==> src/rtl/cpu_run_ctrl_pkg.sv <==
// Shared types for the CPU run/step/halt controller: FSM state encoding and
// the halt-cause codes reported on halt_cause.
package cpu_run_ctrl_pkg;

  typedef enum logic [1:0] {
    ST_IDLE = 2'd0,
    ST_RUN  = 2'd1,
    ST_STEP = 2'd2,
    ST_HALT = 2'd3
  } state_t;

  localparam logic [1:0] CAUSE_NONE   = 2'd0;
  localparam logic [1:0] CAUSE_CPU    = 2'd1;
  localparam logic [1:0] CAUSE_BP     = 2'd2;
  localparam logic [1:0] CAUSE_BUDGET = 2'd3;

  // States in which the core is clocked forward.
  function automatic logic is_enabled(input state_t s);
    return (s == ST_RUN) || (s == ST_STEP);
  endfunction

endpackage

==> src/rtl/cpu_run_cnt.sv <==
// Saturating executed-cycle counter with synchronous clear; clear wins over
// increment and the count sticks at all-ones.
module cpu_run_cnt #(
  parameter int CNT_W = 32
) (
  input  logic             clk,
  input  logic             reset,
  input  logic             clr,
  input  logic             inc,
  output logic [CNT_W-1:0] cnt
);

  logic [CNT_W-1:0] cnt_q;

  always_ff @(posedge clk or posedge reset) begin
    if (reset) begin
      cnt_q <= '0;
    end else if (clr) begin
      cnt_q <= '0;
    end else if (inc && (cnt_q != {CNT_W{1'b1}})) begin
      cnt_q <= cnt_q + CNT_W'(1);
    end
  end

  assign cnt = cnt_q;

endmodule

==> src/rtl/cpu_run_ctrl.sv <==
// Run/step/halt sequencer driving the MIPS core enable. Optional breakpoint
// comparator is built only when CPU_RUN_CTRL_BREAKPOINT_EN is defined.
module cpu_run_ctrl
  import cpu_run_ctrl_pkg::*;
#(
  parameter int CNT_W = 32,
  parameter int PC_W  = 32
) (
  input  logic             clk,
  input  logic             reset,
  input  logic             start,
  input  logic             stop,
  input  logic             step,
  input  logic             cpu_halt,
  input  logic [PC_W-1:0]  pc,
  input  logic [PC_W-1:0]  bp_addr,
  input  logic             bp_valid,
  input  logic [CNT_W-1:0] max_cycles,
  output logic             cpu_en,
  output logic [1:0]       state,
  output logic [CNT_W-1:0] cycle_cnt,
  output logic             halted,
  output logic [1:0]       halt_cause
);

  state_t     state_q, state_d;
  logic [1:0] cause_q, cause_d;
  logic       en_q;
  logic       halted_q;
  logic       cnt_clr;
  logic       bp_hit;
  logic       budget_hit;

`ifdef CPU_RUN_CTRL_BREAKPOINT_EN
  // Break-after: the matching instruction executes in this cycle, then halt.
  assign bp_hit = bp_valid && (pc == bp_addr);
`else
  logic unused_bp;
  assign unused_bp = ^{pc, bp_addr, bp_valid};
  assign bp_hit    = 1'b0;
`endif

  // Wrapped sum never equals a nonzero budget once saturated or past it.
  assign budget_hit = (max_cycles != '0) && ((cycle_cnt + CNT_W'(1)) == max_cycles);

  always_comb begin
    state_d = state_q;
    cause_d = cause_q;
    cnt_clr = 1'b0;
    case (state_q)
      ST_IDLE: begin
        if (start) begin
          state_d = ST_RUN;
          cnt_clr = 1'b1;
        end else if (step) begin
          state_d = ST_STEP;
        end
      end
      ST_RUN: begin
        if (stop) begin
          state_d = ST_IDLE;
        end else if (cpu_halt) begin
          state_d = ST_HALT;
          cause_d = CAUSE_CPU;
        end else if (bp_hit) begin
          state_d = ST_HALT;
          cause_d = CAUSE_BP;
        end else if (budget_hit) begin
          state_d = ST_HALT;
          cause_d = CAUSE_BUDGET;
        end
      end
      ST_STEP: begin
        if (cpu_halt) begin
          state_d = ST_HALT;
          cause_d = CAUSE_CPU;
        end else begin
          state_d = ST_IDLE;
        end
      end
      ST_HALT: begin
        if (stop) begin
          state_d = ST_IDLE;
          cause_d = CAUSE_NONE;
        end else if (start) begin
          state_d = ST_RUN;
          cause_d = CAUSE_NONE;
        end else if (step) begin
          state_d = ST_STEP;
          cause_d = CAUSE_NONE;
        end
      end
      default: begin
        state_d = ST_IDLE;
        cause_d = CAUSE_NONE;
      end
    endcase
  end

  // Outputs are registered from the next state so they come straight off flops.
  always_ff @(posedge clk or posedge reset) begin
    if (reset) begin
      state_q  <= ST_IDLE;
      cause_q  <= CAUSE_NONE;
      en_q     <= 1'b0;
      halted_q <= 1'b0;
    end else begin
      state_q  <= state_d;
      cause_q  <= cause_d;
      en_q     <= is_enabled(state_d);
      halted_q <= (state_d == ST_HALT);
    end
  end

  cpu_run_cnt #(
    .CNT_W (CNT_W)
  ) u_cnt (
    .clk   (clk),
    .reset (reset),
    .clr   (cnt_clr),
    .inc   (en_q),
    .cnt   (cycle_cnt)
  );

  assign cpu_en     = en_q;
  assign state      = state_q;
  assign halted     = halted_q;
  assign halt_cause = cause_q;

endmodule

==> config.mk <==
export PLATFORM = sky130hd
export DESIGN_NAME = cpu_run_ctrl
export DESIGN_NICKNAME = d
export VERILOG_FILES = /design/src/rtl/cpu_run_ctrl_pkg.sv /design/src/rtl/cpu_run_cnt.sv /design/src/rtl/cpu_run_ctrl.sv
export SDC_FILE = /design/constraint.sdc
export NUM_CORES = 1
export LEC_CHECK = 0
export CELL_PAD_IN_SITES_DETAIL_PLACEMENT = 0
export CELL_PAD_IN_SITES_GLOBAL_PLACEMENT = 1
export CORE_ASPECT_RATIO = 1.4
export CORE_UTILIZATION = 32
export DETAILED_ROUTE_END_ITERATION = 7
export PLACE_DENSITY_LB_ADDON = 0.1
export SYNTH_ARGS = -nofsm -noshare
export SYNTH_HDL_FRONTEND = slang
export SYNTH_SLANG_ARGS = --single-unit
==> constraint.sdc <==
create_clock -name clk -period 7.8 [get_ports clk]
set_clock_uncertainty 0.05 [all_clocks]
set_input_delay 1.17 -clock clk [delete_from_list [all_inputs] [get_ports clk]]
set_output_delay 1.17 -clock clk [all_outputs]
set_load 0.005 [all_outputs]
==> flow_summary.json, run 1 <==
{
  "dp_worst_setup_slack_ns": 3.955,
  "synth.cells.most_frequent": "47 x nor2_1, 38 x dfrtp_1, 38 x xnor2_1",
  "timing.critical_path.depth": 10,
  "cts_resized": 0,
  "clk_transition_reported_paths_ns": 0.06,
  "dr_drc_count": 0,
  "critPathMaxStageDelay_ns": 0.56,
  "core-area_sq_um": 9131,
  "die_h_um": 117.7,
  "start_util_pct": 33.52,
  "timing.critical_path.to_type": "flop",
  "postLayoutSetupSlackWorst_ns": 4.262,
  "ys_types": 46,
  "clock_tree.root_cell": "clkbuf_16",
  "dieArea_sq_um": 9964,
  "dr.pass1.iters": 6,
  "num_antenna_cells": 0,
  "postRouteWirelength_mm": 9.755,
  "cellLeakagePower_nw": 1.467,
  "ys_seq_area_share_pct": 31.07,
  "layout-drive-gt1-share_pct": 4.933,
  "fill_cells": 950,
  "postSynth.asyncResetShare_pct": 100.0,
  "worstHoldStart": "halt_cause[1]",
  "final-hold-violation-count": 0,
  "finalSetupViolations": 0,
  "crit_slowest_cell": "clkdlybuf4s50_1",
  "syn-cell-area_sq_um": 3060,
  "yosys_register_bits": 38,
  "pwr_density_cell_nw_per_um2": 173.2,
  "min_path_type": "flop to flop",
  "port_buffers": 75,
  "critical_path.reg2reg.startpoint": "u_cnt.cnt[13]",
  "status": "finished, final reports clean",
  "drt_iter0_markers": 153,
  "timing_worst_slew_pin_value_ns": 0.8136,
  "average_vias_per_placed_instance": 5.421,
  "crit_arrival_ns": 3.65,
  "grt_pass1_vias": 3024,
  "timing.critical_path.from_type": "primary input",
  "drt-wirelength-per-cell_um": 17.64,
  "finish.net_count": 551,
  "list_of_cells_traversed_by_the_critical_path": "clkdlybuf4s50_1 -> nor4_1 -> nand4_1 -> nor2_1 -> nor4_1 -> nand3_1 -> nor4_4 -> nand3_2 -> a21oi_1 -> ha_1",
  "synthesis.nets": 485,
  "clockBufferDepth": 2,
  "post-synth-top-count-cell": "nor2_1",
  "pin_count_of_the_biggest_net_entering_global_routing": 39,
  "finalSetupTns_ns": 0,
  "track_usage_pct": 20.47,
  "worstReg2RegEnd": "cpu_en",
  "placement.cell_area_sq_um": 3892,
  "timing.critical_path.from": "max_cycles[18]",
  "area_share_of_the_largest_cell_type_after_synthesis_pct": 31.07,
  "syn-mean-instance-area_sq_um": 8.054,
  "cts_hold_repair.buffers": 0,
  "clock_sinks": 38,
  "critical_path.max_fanout": 6,
  "min_period_ns": 3.538,
  "max_cap_violations": 0,
  "slew_headroom_pct": 45.34,
  "cts_tree": "yes",
  "count_of_flip_flops_with_a_built_in_enable_after_synthesis": 0,
  "max_freq_ghz": 0.2826,
  "worst-setup-path-type": "primary input to flop",
  "pin_count": 141,
  "numCtsBuffers": 5,
  "yosysWarningCount": 0,
  "hold_depth": 2,
  "yosysTopAreaCell": "dfrtp_1",
  "worstSkewPairLatency_ns": 0.29,
  "critical_path_buf_inv_count": 1,
  "path_delay_family": "simple AND/OR/NAND/NOR gates",
  "postCtsSetupRepairBufs": 0,
  "ff2ff_setup_slack_ns": 4.34,
  "maximum_level_of_the_cts_h_tree": 2,
  "cp.required_ns": 7.92,
  "yosys_most_used_dff": "dfrtp_1",
  "vdd_drop_max_mv": 0.1303,
  "timing.hold.worst_endpoint": "halt_cause[1]",
  "synthCells": 380,
  "synth_top_area_cells": "dfrtp_1 31%, xnor2_1 11%, xor2_1 8.3%, nor2_1 5.8%, nand2_1 4.2%",
  "fin_area_sq_um": 4025,
  "gr-total-overflow": 0,
  "timing.final.max_slew_violations": 0,
  "grt_pass1_wl_mm": 15.90,
  "number_of_antenna_violations_at_the_first_check_in_global_routing": 0,
  "dieWidth_um": 84.65,
  "vias": 2998,
  "worst_reg_to_reg_path_cell_count": 9,
  "detailed_place_hpwl_mm": 7.362,
  "grt_setup_unrepaired": "false",
  "rows": 41,
  "path_common_cell": "nor4_1",
  "syn_to_final_growth_pct": 31.52,
  "postRouteAntennaNets": 0,
  "total_power_mw": 0.6973,
  "gp_congestion": 0.8349,
  "timing.final.crit_share_pct": 45.36
}
[stage by stage]
step / util (%) / hold WS [ns] / cells
6_report: 44.08 / 0.4849 / 553
5_1_grt: 44.08 / 0.5238 / 553
3_3_place_gp: 42.63 / 0.4706 / 546
4_1_cts: 44.08 / 0.4895 / 553
3_5_place_dp: 42.63 / 0.4739 / 546
2_1_floorplan: - / 0.4531 / 380
[how the worst max path moves through the flow]
stage,endpoint,slack (ns)
after floorplan,cpu_en,4.81
after global placement,cpu_en,3.94
after detailed placement,cpu_en,3.96
after CTS,cpu_en,4.26
after global routing,cpu_en,3.99
final,cpu_en,4.26
[power by group]
group	switching [mW]	total, mW	internal, mW
Sequential	0.0386	0.259	0.221
Combinational	0.126	0.240	0.114
Clock	0.0814	0.198	0.117
[placed cells by master, fill, tap and decap left out, drive strengths merged, types with 2 or more instances in the layout]
cell type | netlist | layout
a221oi | 2 | 2
inv | 9 | 9
or4 | 4 | 4
buf | 7 | 4
o21a | 2 | 2
a211oi | 2 | 2
clkbuf | 13 | 7
nand3 | 20 | 20
mux2i | 3 | 3
nor4 | 23 | 23
o211ai | 2 | 2
and2 | 2 | 2
xnor2 | 38 | 38
nand2b | 5 | 5
a21oi | 19 | 19
a31oi | 4 | 4
clkdlybuf4s50 | 0 | 75
xor2 | 29 | 29
and3 | 3 | 3
a32oi | 3 | 3
nor2 | 49 | 49
nand2 | 34 | 34
or3 | 10 | 10
nor3 | 16 | 16
ha | 2 | 2
nand4 | 14 | 14
dfrtp | 38 | 38
o21ai | 17 | 17
[layer usage]
layer / global-route usage, % / part of all wire (%) / vias to the layer above / wire (um)
met2: 37.55 / 52 / 82 / 5056
met3: 2.805 / 4.0 / 10 / 392
met1: 24.38 / 43 / 1425 / 4149
met5: 0 / 0 / - / 0
li1: - / - / 1481 / -
met4: 6.144 / 1.6 / 0 / 157
[worst register-to-register path, stage by stage (launching register included)]
cell	delay, ns
dfrtp_1	0.50
nand3_1	0.34
nor3_1	0.77
nand4_1	0.28
mux2i_1	0.24
nand3_1	0.16
nor4_4	0.38
nand3_2	0.19
a21oi_1	0.18
ha_1	0.25
[logic make-up (layout without fill, tap and decap cells)]
logic type / count (synthesis) / after routing / share of synthesized area (%)
muxes: 3 / 3 / 0.9812
DFF: 38 / 38 / 31.07
adders and majority gates: 2 / 2 / 0.8175
and+or+nand+nor: 186 / 186 / 33.03
xor gates and xnor gates: 67 / 67 / 19.17
buffers and inverters: 29 / 95 / 3.965
AOI/OAI and AO/OA: 55 / 55 / 10.96
[final cells by class]
cell class	count	area (sq um)	share of cell area, %
multi-input combinational	313	1993	49.52
sequential	38	950.9	23.62
timing repair buffer	79	780.7	19.40
tap	107	133.9	3.326
clock buffer	7	132.6	3.295
inverter	9	33.78	0.8393
[flip-flops by register name, summed over array words and instances, names as in the netlist]
register / count
halt_cause: 2
u_cnt.cnt: 32
state: 2
cpu_en: 1
halted: 1
No activity file was read; power rests on OpenSTA's default activity.
==> run 2: changes to the inputs <==
- CORE_UTILIZATION: 32 -> 27
- clock period: 7.8 -> 3.2 ns (I/O delays scaled with it)
==> run 2 against run 1 <==
- sequential share of layout area fell by 2.0 points
- setup slack lost 4.0 ns
- final area is 9.6% higher
- die area grew 18%
- register-to-register slack worse by 4.1 ns
- routed wire length grew 9.4%
- core utilization shrank 3.7 points
- global-route usage decreased by 1.3 points
- count of clock-buffer cells in the layout is the same
- critical path depth shrank 1
- critical path type is now flop to flop
- highest routed layer unchanged
==> flow_summary.json, run 2 (synthesis gave the netlist of run 1 again) <==
{
  "critical_path_buf_inv_count": 0,
  "hold_slack_ns": 0.4809,
  "dr.pass1.iters": 5,
  "finalSetupViolations": 0,
  "min_path_type": "flop to flop",
  "vdd_drop_max_mv": 0.2042,
  "max_freq_ghz": 0.3428,
  "worstReg2RegEnd": "cpu_en",
  "fill_cells": 1153,
  "detailed_place_hpwl_mm": 8.460,
  "power.share.combinational_pct": 38.1,
  "numCtsBuffers": 5,
  "slew_headroom_pct": 61.16,
  "path_delay_family": "simple AND/OR/NAND/NOR gates",
  "status": "finished, final reports clean",
  "timing_worst_slew_pin_value_ns": 0.5774,
  "min_period_ns": 2.917,
  "postRouteAntennaNets": 0,
  "gp_congestion": 0.8214,
  "postRouteWirelength_mm": 10.67,
  "worst-setup-path-type": "flop to flop",
  "dieWidth_um": 91.98,
  "pwr-share-clk_pct": 27.3,
  "dr_drc_count": 0,
  "cellInternalPower_mw": 1.154,
  "critPathMaxStageDelay_ns": 0.61,
  "num_antenna_cells": 0,
  "max_cap_violations": 0,
  "p_seq_share_pct": 34.5,
  "netSwitchingFraction_pct": 34.58,
  "drt_iter0_markers": 130,
  "cts_hold_repair.buffers": 0,
  "syn_to_final_growth_pct": 44.15,
  "grt_pass1_wl_mm": 17.31,
  "timing.critical_path.to_type": "flop",
  "pin_count_of_the_biggest_net_entering_global_routing": 39,
  "timing.critical_path.from_type": "flop",
  "port_buffers": 75,
  "start_util_pct": 28.02,
  "rows": 45,
  "crit_slowest_cell": "or4_1",
  "list_of_cells_traversed_by_the_critical_path": "nand4_4 -> or4_1 -> xnor2_1 -> nor4_1 -> nand4_1 -> nor4_4 -> nand3_2 -> a21oi_1 -> ha_1",
  "worstSkewPairLatency_ns": 0.28,
  "track_usage_pct": 19.17,
  "final-hold-violation-count": 0,
  "worstHoldStart": "halt_cause[1]",
  "largest_reg_flops": 32,
  "mostFrequentLayoutCells": "75 x clkdlybuf4s50_1, 47 x nor2_1, 46 x buf_4, 38 x xnor2_1, 36 x dfrtp_1",
  "timing.final.crit_share_pct": 91.17,
  "finalSetupTns_ns": 0,
  "pwr_density_cell_nw_per_um2": 399.7,
  "dieArea_sq_um": 11770,
  "vias": 3221,
  "power.switching_mw": 0.6098,
  "finish.net_count": 593,
  "drt-wirelength-per-cell_um": 16.96,
  "die_h_um": 128.0,
  "worst_reg_to_reg_path_cell_count": 9,
  "ff2ff_setup_slack_ns": 0.28,
  "number_of_antenna_violations_at_the_first_check_in_global_routing": 0,
  "cts_tree": "yes",
  "layout-drive-gt1-share_pct": 13.93,
  "clock_sinks": 38,
  "postLayoutSetupSlackWorst_ns": 0.2826,
  "postCtsSetupRepairBufs": 0,
  "gr-total-overflow": 0,
  "pin_count": 141,
  "average_vias_per_placed_instance": 5.121,
  "hold_depth": 2,
  "critical_path.max_fanout": 7,
  "core-area_sq_um": 10920,
  "clockBufferDepth": 2,
  "final_common_cell": "clkdlybuf4s50_1",
  "maximum_level_of_the_cts_h_tree": 2,
  "crit_arrival_ns": 3.03,
  "grt_setup_unrepaired": "false",
  "dp_worst_setup_slack_ns": 0.05671,
  "critical_path.reg2reg.startpoint": "u_cnt.cnt[11]",
  "clk_transition_reported_paths_ns": 0.06,
  "grt_pass1_vias": 3240,
  "timing.final.max_slew_violations": 0,
  "clock_tree.root_cell": "clkbuf_16",
  "cellLeakagePower_nw": 1.709,
  "cp.required_ns": 3.32,
  "timing.hold.worst_endpoint": "halt_cause[1]"
}
==> run 2: cell types whose count changed in the layout (fill, tap and decap cells not counted) <==
cell	previous run	this run
buf_4	4	46
nor4_1	20	19
nor4_4	2	4
dfrtp_2	0	2
dfrtp_1	38	36
nor4_2	1	0
ha_2	0	1
ha_1	2	1
==> run 2: worst max-delay path by stage <==
stage	from	end	slack (ns)	cells past startpoint
2_1_floorplan	u_cnt.cnt[0]	cpu_en	0.32	10
3_3_place_gp	max_cycles[25]	cpu_en	0.06	10
3_5_place_dp	max_cycles[25]	cpu_en	0.06	10
4_1_cts	u_cnt.cnt[11]	cpu_en	0.15	9
5_1_grt	u_cnt.cnt[11]	cpu_en	0.006	9
6_report	u_cnt.cnt[11]	cpu_en	0.28	9
==> run 2: power by group through the flow <==
stage | logic (mW) | registers (mW) | clock network (mW)
after detailed placement | 0.685 | 0.619 | 0
after CTS | 0.689 | 0.610 | 0.500
after global placement | 0.679 | 0.618 | 0
final | 0.673 | 0.609 | 0.482
after floorplan | 0.357 | 0.589 | 0
after global routing | 0.754 | 0.621 | 0.511
==> run 2: layout make-up <==
| class | instances | area [sq um] | area share, % |
|---|---|---|---|
| multi-input cells | 313 | 2019 | 45.77 |
| clock buffers | 7 | 132.6 | 3.006 |
| repair buffers | 121 | 1096 | 24.84 |
| well taps | 141 | 176.4 | 3.999 |
| inverters | 9 | 33.78 | 0.7657 |
| flip-flops and latches | 38 | 953.4 | 21.61 |
==> run 2: per-layer routing <==
| metal | part of all wire [%] | wire length (um) | global-route usage (%) |
|---|---|---|---|
| met4 | 2.2 | 239 | 7.261 |
| met2 | 54 | 5716 | 35.29 |
| met3 | 4.0 | 432 | 2.313 |
| met1 | 40 | 4282 | 22.49 |
| met5 | 0 | 0 | 0 |
==> run 2: worst reg2reg max path, stage by stage, from the launching register on <==
cell	delay (ns)
dfrtp_2	0.43
nand4_4	0.19
or4_1	0.61
xnor2_1	0.16
nor4_1	0.28
nand4_1	0.20
nor4_4	0.34
nand3_2	0.13
a21oi_1	0.17
ha_1	0.25
==> run 2: repair_timing <==
item	CTS	global route
resized for setup	0	5
endpoints found under the hold margin	0	0
endpoints found under the setup margin	0	1
==> run 2: metrics by stage <==
| step | cell area [sq um] | instances | util, % | power (mW) |
|---|---|---|---|---|
| after floorplan | 3060 | 380 | - | 0.9459 |
| after global placement | 4257 | 622 | 38.97 | 1.297 |
| after detailed placement | 4257 | 622 | 38.97 | 1.304 |
| after CTS | 4389 | 629 | 40.18 | 1.799 |
| after global routing | 4412 | 629 | 40.39 | 1.886 |
| final | 4412 | 629 | 40.39 | 1.763 |
==> run 3: changes to the inputs <==
- ABC_AREA: not set -> 1
- CAP_MARGIN: not set -> 20
- CORE_ASPECT_RATIO: 1.4 -> not set
- CORE_UTILIZATION: 27 -> 26
==> run 3 against run 2 <==
- synthesized cell count increased by 43%
- combinational power increased by 6.1%
- sequential share of layout area decreased by 0.55 points
- synthesized area increased by 9.0%
- cell count increased by 28%
- register-to-register slack improved by 0.07 ns
- core utilization decreased by 4.5 points
- sequential power decreased by 3.9%
- count of clock-buffer cells in the layout decreased by 2
- setup slack improved by 0.071 ns
- first-iteration DRC count increased by 94%
- die area increased by 13%
- critical endpoint unchanged
==> flow_summary.json, run 3 <==
{
  "total_power_mw": 1.893,
  "critical_path.max_fanout": 9,
  "synth.cells.most_frequent": "187 x nand2_1, 82 x nand3_1, 80 x nor2_1",
  "crit_arrival_ns": 2.97,
  "fill_cells": 1385,
  "final-hold-violation-count": 0,
  "grt_setup_unrepaired": "false",
  "timing.critical_path.to_type": "flop",
  "placement.cell_area_sq_um": 4350,
  "detailed_place_hpwl_mm": 9.588,
  "number_of_antenna_violations_at_the_first_check_in_global_routing": 0,
  "postLayoutSetupSlackWorst_ns": 0.3535,
  "layout-drive-gt1-share_pct": 6.032,
  "min_path_type": "flop to flop",
  "clock_tree.root_cell": "clkbuf_16",
  "gr-total-overflow": 0,
  "max_freq_ghz": 0.3513,
  "timing.final.max_slew_violations": 0,
  "average_vias_per_placed_instance": 4.650,
  "count_of_flip_flops_with_a_built_in_enable_after_synthesis": 0,
  "cp.required_ns": 3.32,
  "numCtsBuffers": 5,
  "vias": 3729,
  "track_usage_pct": 19.28,
  "start_util_pct": 26.54,
  "syn-cell-area_sq_um": 3336,
  "synthCells": 543,
  "syn-mean-instance-area_sq_um": 6.143,
  "slew_headroom_pct": 61.52,
  "port_buffers": 75,
  "num_antenna_cells": 0,
  "yosysTopAreaCell": "dfrtp_1",
  "dr.pass1.iters": 4,
  "gp_congestion": 0.8724,
  "grt_pass1_vias": 3524,
  "grt_pass1_wl_mm": 19.07,
  "synthesis.nets": 648,
  "timing.critical_path.from_type": "flop",
  "maximum_level_of_the_cts_h_tree": 2,
  "cellLeakagePower_nw": 1.992,
  "postCtsSetupRepairBufs": 0,
  "mostFrequentLayoutCells": "187 x nand2_1, 82 x nand3_1, 80 x nor2_1, 75 x clkdlybuf4s50_1, 62 x inv_1",
  "drt_iter0_markers": 252,
  "postRouteAntennaNets": 0,
  "dieWidth_um": 115.3,
  "drt-wirelength-per-cell_um": 15.16,
  "yosys_register_bits": 38,
  "clk_transition_reported_paths_ns": 0.07,
  "dp_worst_setup_slack_ns": 0.3396,
  "pin_count": 141,
  "finalSetupViolations": 0,
  "ys_seq_area_share_pct": 28.51,
  "ys_types": 32,
  "timing_worst_slew_pin_value_ns": 0.5771,
  "syn_to_final_growth_pct": 35.37,
  "yosys_most_used_dff": "dfrtp_1",
  "clockBufferDepth": 2,
  "pin_count_of_the_biggest_net_entering_global_routing": 39,
  "finish.net_count": 734,
  "worst-setup-path-type": "flop to flop",
  "dr_drc_count": 0,
  "cts_resized": 0,
  "post-synth-top-count-cell": "nand2_1",
  "fin_area_sq_um": 4516,
  "rows": 41,
  "max_cap_violations": 0,
  "min_period_ns": 2.846,
  "area_share_of_the_largest_cell_type_after_synthesis_pct": 28.51,
  "dieArea_sq_um": 13290,
  "worstSkewPairLatency_ns": 0.29,
  "cts_tree": "yes",
  "finalSetupTns_ns": 0,
  "synth_top_area_cells": "dfrtp_1 29%, nand2_1 21%, nand3_1 12%, nor2_1 9.0%, inv_1 7.0%",
  "pwr_density_cell_nw_per_um2": 419.2,
  "core-area_sq_um": 12570,
  "timing.final.crit_share_pct": 88.95,
  "postSynth.asyncResetShare_pct": 100.0,
  "final_common_cell": "nand2_1",
  "clock_sinks": 38,
  "postRouteWirelength_mm": 12.16,
  "yosysWarningCount": 0,
  "vdd_drop_max_mv": 0.3224,
  "die_h_um": 115.3,
  "status": "finished, final reports clean",
  "largest_reg_flops": 32,
  "cts_hold_repair.buffers": 0
}
-- run 3: final timing paths --
| kind | from | end | slack, ns | cells after the start |
|---|---|---|---|---|
| setup / recovery | u_cnt.cnt[10] | cpu_en | 0.35 | 15 |
| hold / removal | halt_cause[1] | halt_cause[1] | 0.42 | 2 |
| setup reg to reg | u_cnt.cnt[10] | cpu_en | 0.35 | 15 |
| hold reg to reg | halt_cause[1] | halt_cause[1] | 0.42 | 2 |
| max in group asynchronous | reset | u_cnt.cnt[2] | 2.12 | 3 |
| min in group asynchronous | reset | u_cnt.cnt[0] | 0.59 | 3 |
-- run 3: cells by family (layout without fill, tap and decap cells) --
family	Yosys count	count (layout)	synth area share (%)
xor+xnor	11	11	4.163
simple gates	387	387	52.03
buf+inv	67	154	7.914
flops	38	38	28.51
fa+ha+maj	2	2	0.7501
compound gates	38	38	6.639
-- run 3: worst max-delay path: stages (launching register included) --
cell and delay (ns):
dfrtp_1 0.46, nand2_1 0.12, nor2_1 0.31, nand2_2 0.19, nor2_8 0.21, nand2_1 0.13
xor2_1 0.18, nand2_1 0.07, nand2_1 0.08, nand2_1 0.05, nor2_1 0.18, nand3_1 0.18
nand2_1 0.10, nand3_1 0.09, nand4_1 0.10, ha_1 0.23
-- run 3: final cells by class --
cell class / count / area, sq um / share of cell area (%)
clock inverter: 3 / 40.04 / 0.8867
timing repair buffer: 84 / 830.8 / 18.40
tap: 172 / 215.2 / 4.766
multi-input combinational: 438 / 2121 / 46.97
clock buffer: 5 / 125.1 / 2.771
inverter: 62 / 232.7 / 5.154
sequential: 38 / 950.9 / 21.06
-- run 3: metal layers --
metal / GRT usage, % / part of all wire (%)
met1: 25.92 / 48
met2: 32.69 / 48
met3: 2.688 / 3.5
met4: 4.329 / 1.4
met5: 0 / 0
-- run 3: stage by stage --
stage	instances	utilization [%]	hold slack, ns
6_report	802	35.93	0.4192
3_3_place_gp	794	34.61	0.4113
5_1_grt	802	35.93	0.4390
2_1_floorplan	543	-	0.4141
4_1_cts	802	35.93	0.4251
3_5_place_dp	794	34.61	0.4092
-- run 3: where the power goes --
| part | internal [mW] | switching, mW | total, mW |
|---|---|---|---|
| Combinational | 0.305 | 0.410 | 0.714 |
| Sequential | 0.532 | 0.0532 | 0.585 |
| Clock | 0.366 | 0.227 | 0.593 |
| Total | 1.20 | 0.690 | 1.89 |
